--- config.mk ---
export PLATFORM = sky130hd
export DESIGN_NAME = frame_mem_arbiter
export DESIGN_NICKNAME = d
export VERILOG_FILES = /design/src/rtl/frame_mem_arbiter.sv
export SDC_FILE = /design/constraint.sdc
export NUM_CORES = 1
export LEC_CHECK = 0
export BUFFER_PORTS_ARGS = -buffer_cell sky130_fd_sc_hd__buf_2
export CORE_ASPECT_RATIO = 1.1
export CORE_MARGIN = 3
export CORE_UTILIZATION = 39
export CTS_CLUSTER_SIZE = 40
export DETAILED_ROUTE_END_ITERATION = 7
export PLACE_DENSITY_LB_ADDON = 0.08
export RECOVER_POWER = 25
export SLEW_MARGIN = 10
export SYNTH_ARGS = -nofsm -noshare
export SYNTH_HDL_FRONTEND = slang
export SYNTH_SLANG_ARGS = --single-unit
export TNS_END_PERCENT = 20
--- constraint.sdc ---
create_clock -name i_clk -period 1.76 [get_ports i_clk]
set_input_delay 0 -clock i_clk [delete_from_list [all_inputs] [get_ports i_clk]]
set_output_delay 0 -clock i_clk [all_outputs]
set_load 0.03 [all_outputs]
--- src/rtl/frame_mem_arbiter.sv ---
// Arbiter for the single-port ZBT frame memory shared by display, camera and processing.
// One access per cycle; read data is steered back to its owner through a tag pipeline.
`timescale 1ns/1ps
module frame_mem_arbiter #(
  parameter int ADDR_W     = 19,
  parameter int DATA_W     = 36,
  parameter int READ_LAT   = 2,
  parameter int STARVE_MAX = 8
) (
  input  logic              i_clk,
  input  logic              i_rst_n,
  input  logic              i_cam_en,
  input  logic              i_proc_en,
  input  logic              i_disp_req,
  input  logic [ADDR_W-1:0] i_disp_addr,
  output logic              o_disp_grant,
  output logic              o_disp_rvalid,
  input  logic              i_cam_req,
  input  logic [ADDR_W-1:0] i_cam_addr,
  input  logic [DATA_W-1:0] i_cam_wdata,
  output logic              o_cam_grant,
  input  logic              i_proc_req,
  input  logic              i_proc_we,
  input  logic [ADDR_W-1:0] i_proc_addr,
  input  logic [DATA_W-1:0] i_proc_wdata,
  output logic              o_proc_grant,
  output logic              o_proc_rvalid,
  output logic [DATA_W-1:0] o_rdata,
  output logic [ADDR_W-1:0] o_mem_addr,
  output logic              o_mem_we,
  output logic [DATA_W-1:0] o_mem_wdata,
  input  logic [DATA_W-1:0] i_mem_rdata
);

  localparam int SW = $clog2(STARVE_MAX + 1);

  typedef enum logic [1:0] {
    TAG_NONE = 2'd0,
    TAG_DISP = 2'd1,
    TAG_PROC = 2'd2
  } tag_t;

  logic              w_d, w_c, w_p, w_promote;
  logic              w_disp_grant, w_cam_grant, w_proc_grant;
  tag_t              w_tag_in;
  logic [SW-1:0]     r_starve;
  tag_t              r_tag [READ_LAT+1];
  logic              r_disp_rvalid, r_proc_rvalid;
  logic [DATA_W-1:0] r_rdata;
  logic [ADDR_W-1:0] r_mem_addr;
  logic              r_mem_we;
  logic [DATA_W-1:0] r_mem_wdata;

  // Grants are forced low while reset is held so nothing is accepted during reset.
  always_comb begin
    w_d          = i_disp_req & i_rst_n;
    w_c          = i_cam_req & i_cam_en & i_rst_n;
    w_p          = i_proc_req & i_proc_en & i_rst_n;
    w_promote    = (r_starve == SW'(STARVE_MAX));
    w_disp_grant = w_d;
    w_proc_grant = w_p & ~w_d & (w_promote | ~w_c);
    w_cam_grant  = w_c & ~w_d & ~(w_promote & w_p);
    w_tag_in     = TAG_NONE;
    if (w_disp_grant)
      w_tag_in = TAG_DISP;
    else if (w_proc_grant && !i_proc_we)
      w_tag_in = TAG_PROC;
  end

  always_ff @(posedge i_clk or negedge i_rst_n) begin
    if (!i_rst_n) begin
      r_starve <= '0;
    end else if (!w_p || w_proc_grant) begin
      r_starve <= '0;
    end else if (!w_promote) begin
      r_starve <= r_starve + SW'(1);
    end
  end

  always_ff @(posedge i_clk or negedge i_rst_n) begin
    if (!i_rst_n) begin
      r_mem_addr  <= '0;
      r_mem_we    <= 1'b0;
      r_mem_wdata <= '0;
    end else begin
      r_mem_we <= 1'b0;
      if (w_disp_grant) begin
        r_mem_addr <= i_disp_addr;
      end else if (w_cam_grant) begin
        r_mem_addr  <= i_cam_addr;
        r_mem_we    <= 1'b1;
        r_mem_wdata <= i_cam_wdata;
      end else if (w_proc_grant) begin
        r_mem_addr  <= i_proc_addr;
        r_mem_we    <= i_proc_we;
        r_mem_wdata <= i_proc_wdata;
      end
    end
  end

  // Stage READ_LAT lines up with the cycle mem_rdata is valid for that access.
  always_ff @(posedge i_clk or negedge i_rst_n) begin
    if (!i_rst_n) begin
      for (int i = 0; i <= READ_LAT; i++) r_tag[i] <= TAG_NONE;
      r_disp_rvalid <= 1'b0;
      r_proc_rvalid <= 1'b0;
      r_rdata       <= '0;
    end else begin
      r_tag[0] <= w_tag_in;
      for (int i = 1; i <= READ_LAT; i++) r_tag[i] <= r_tag[i-1];
      r_disp_rvalid <= (r_tag[READ_LAT] == TAG_DISP);
      r_proc_rvalid <= (r_tag[READ_LAT] == TAG_PROC);
      if (r_tag[READ_LAT] != TAG_NONE) r_rdata <= i_mem_rdata;
    end
  end

  assign o_disp_grant  = w_disp_grant;
  assign o_cam_grant   = w_cam_grant;
  assign o_proc_grant  = w_proc_grant;
  assign o_disp_rvalid = r_disp_rvalid;
  assign o_proc_rvalid = r_proc_rvalid;
  assign o_rdata       = r_rdata;
  assign o_mem_addr    = r_mem_addr;
  assign o_mem_we      = r_mem_we;
  assign o_mem_wdata   = r_mem_wdata;

endmodule

==> run summary <==
Outcome: finished clean
Initial cell density of the core: 40.7%
Pre-CTS setup slack: -11.5 ps
Routed wire length: 16.9 mm
R2r endpoint: o_mem_wdata[28]
Worst Max-Slew Pin Slew: 866 ps
Clock power frac: 29.1%
Type of the worst min-delay path: input port to register
Die area: 12900 µm²
# fillers: 769
Final Cell Area: 8210 µm²
Reg area: 2600 µm²
Crit path max fanout: 28
Drt drc: 0
Fin. max-slew vios: 0
Layout cell share with drive strength beyond 1: 36.1%
WHS Endpoint: o_mem_addr[5]
Drt wl/cell: 16.3 µm
Synth top area share: 57.5%
Rel. slew slack: 42.3%
Switching power: 0.00251 W
Nets@finish: 1060
Hpwl dp: 10.3 mm
Rows: 40
Hold Path Depth: 3
Yosys top cell by area: dfrtp_1
CTS tree: yes
H-tree Lvls: 3
CTS max path bufs: 2
Crit path kind: register to register
Logic pwr share: 31.6%
Initial antenna violation count: 0
IO buf count: 269
Synth Cell Area: 4520 µm²
Min setup slack post-route: 5.20 ps
Die Height: 119 µm
CTS clk-pin slew, worst paths: 70 ps
Core box area: 11100 µm²
Flops & latches, synth: 104
Maximum vdd drop: 0.466 mV
Layout Skew: 7.27 ps
RR Startpoint: r_starve[0]
Final Hold Vio Count: 0
Post-synth ARST share: 100%
Power per cell area: 921 nW/µm²
EDFF count, synth: 0
DR iter-0 viols: 403
Setup-failing EPs final: 0
Post-layout minimum cycle time: 1750 ps
WHS: 17.2 ps
Sw frac: 33.2%
CP Launch Type: register
Via/cell ratio: 4.96
Largest net degree at the start of global routing: 92
Antenna cell count: 0
First-pass GRT wire length: 26.5 mm
Synth Instances: 446
Maximum clock frequency: 570 MHz
CP Data Arrival Time: 1950 ps
Cell internal pwr: 0.00505 W
Routed via count: 5139
Cell variety after synth: 29
I/O pin total: 270
Die Wd: 109 µm
Setup TNS: 0 ps
TritonRoute pass-1 iters: 5
Final worst path period share: 99.7%
Routability Congestion: 0.820
Leakage power: 3.91 nW
Syn avg cell area: 10.1 µm²
Sink Count: 104
Grt ovf: 0
Multi-input logic area: 1770 µm²
Area Overhead vs Synth: 81.5%
Placement Cell Area: 6150 µm²
Synthesized Nets: 621
Hold Startpoint: i_disp_addr[5]
Synth area leaders: dfrtp_1 (58%), nand2_1 (9.2%), mux2_2 (9.2%)
Max Cap Viol: 0
Yosys warns: 0
CP Capture Type: register
Worst path required time: 1960 ps
Vias in the first global route: 5364
Post-synthesis sequential area ratio: 57.5%
Clock Tree Root: clkbuf_16
Post-route ant nets: 0
Global-route usage over all layers: 25.9%
R2R Setup Slk: 5 ps
CTS buffer count: 9
Unrepaired setup endpoints after global routing: yes
Clock Latency Late Sink: 340 ps
Ys flop type: dfrtp_1
Power share of the sequential group: 39.3%
Register-to-Register Path Depth: 8
==> kinds of logic after synthesis <==
family	after synthesis	share of synthesized area (%)
simple gates	185	17.3
flops	104	57.5
compound gates	80	11.2
mux	37	9.21
buf+inv	36	3.87
xor+xnor	2	0.387
fa+ha+maj	2	0.553
==> critical path: stages (launching register included) <==
cell and delay (ps):
dfrtp_1 350, inv_1 50, ha_2 180, and3b_1 170, a211o_2 330, buf_4 180, buf_12 160, nand2_1 90
a31oi_1 100
==> power groups by stage <==
stage               logic (W)  registers [W]  clock network (W)
finish                0.00239        0.00297            0.00220
global route          0.00255        0.00301            0.00234
CTS                   0.00239        0.00296            0.00224
detailed placement    0.00210        0.00299                  0
global placement      0.00207        0.00299                  0
floorplan            0.000530        0.00375                  0
==> cell usage in the layout, fill, tap and decap left out, types with 3 or more instances in the layout <==
cell type | netlist | final
o22ai_1 | 19 | 19
nand2b_1 | 19 | 19
buf_6 | 3 | 3
buf_2 | 11 | 236
buf_12 | 0 | 8
a31oi_1 | 55 | 55
nor2_1 | 40 | 39
nand3_1 | 4 | 4
dlygate4sd3_1 | 0 | 164
clkbuf_1 | 16 | 32
mux2_2 | 37 | 37
clkbuf_16 | 0 | 10
dfrtp_1 | 104 | 104
nand2_1 | 111 | 111
inv_1 | 3 | 3
buf_4 | 1 | 14
==> cell type report <==
| type | instances | share of cell area [%] |
|---|---|---|
| Clock buffer | 12 | 3.12 |
| Clock inverter | 4 | 0.929 |
| Inverter | 4 | 0.244 |
| Multi-Input combinational cell | 306 | 21.5 |
| Sequential cell | 104 | 31.7 |
| Tap cell | 147 | 2.24 |
| Timing Repair Buffer | 460 | 40.2 |
==> per-stage QoR <==
step | util (%) | power, W | cells
after floorplan | - | 0.00428 | 446
after global placement | 55.4 | 0.00506 | 850
after detailed placement | 55.4 | 0.00509 | 850
after CTS | 73.8 | 0.00759 | 1036
after global routing | 73.9 | 0.00790 | 1037
final | 73.9 | 0.00756 | 1037
==> cell usage after synthesis (all sizes together), types with 3 or more instances <==
cell and n:
clkbuf 16, mux2 37, a31oi 55, dfrtp 104, o22ai 19, buf 16, nand2b 19, nor2 40
nor3 3, nand2 111, nand3 4, inv 4
==> sequential cells by signal, summed over array words and instances (netlist names) <==
signal and flops:
o_disp_rvalid 1, o_mem_addr 19, r_tag 6, o_mem_we 1, o_proc_rvalid 1, o_rdata 36, o_mem_wdata 36, r_starve 4
==> routing by layer <==
layer	share of wire, %	track usage (%)
met2	49	44.3
met5	0	0
met3	9.0	6.67
met1	39	30.3
met4	3.0	11.3
==> worst max path at each step <==
| stage | start | end | slack (ps) | cells past startpoint |
|---|---|---|---|---|
| 4_1_cts | r_starve[0] | o_cam_grant | 7 | 7 |
| 3_5_place_dp | r_starve[0] | o_mem_addr[2] | -10 | 8 |
| 5_1_grt | r_starve[0] | o_cam_grant | -70 | 7 |
| 2_1_floorplan | r_starve[0] | o_mem_addr[10] | 3 | 8 |
| 6_report | r_starve[0] | o_mem_wdata[28] | 5 | 8 |
| 3_3_place_gp | r_starve[0] | o_mem_addr[9] | 20 | 8 |
==> repair_timing <==
action                     in CTS  in global routing
resized for setup               6                  6
setup endpoints to repair      22                107
pin swaps                       2                 19
setup buffers                   3                  1
hold buffers                  167                  0
hold endpoints to repair      197                  0
gates cloned                    0                  1
No activity file was read; power rests on OpenSTA's default activity.
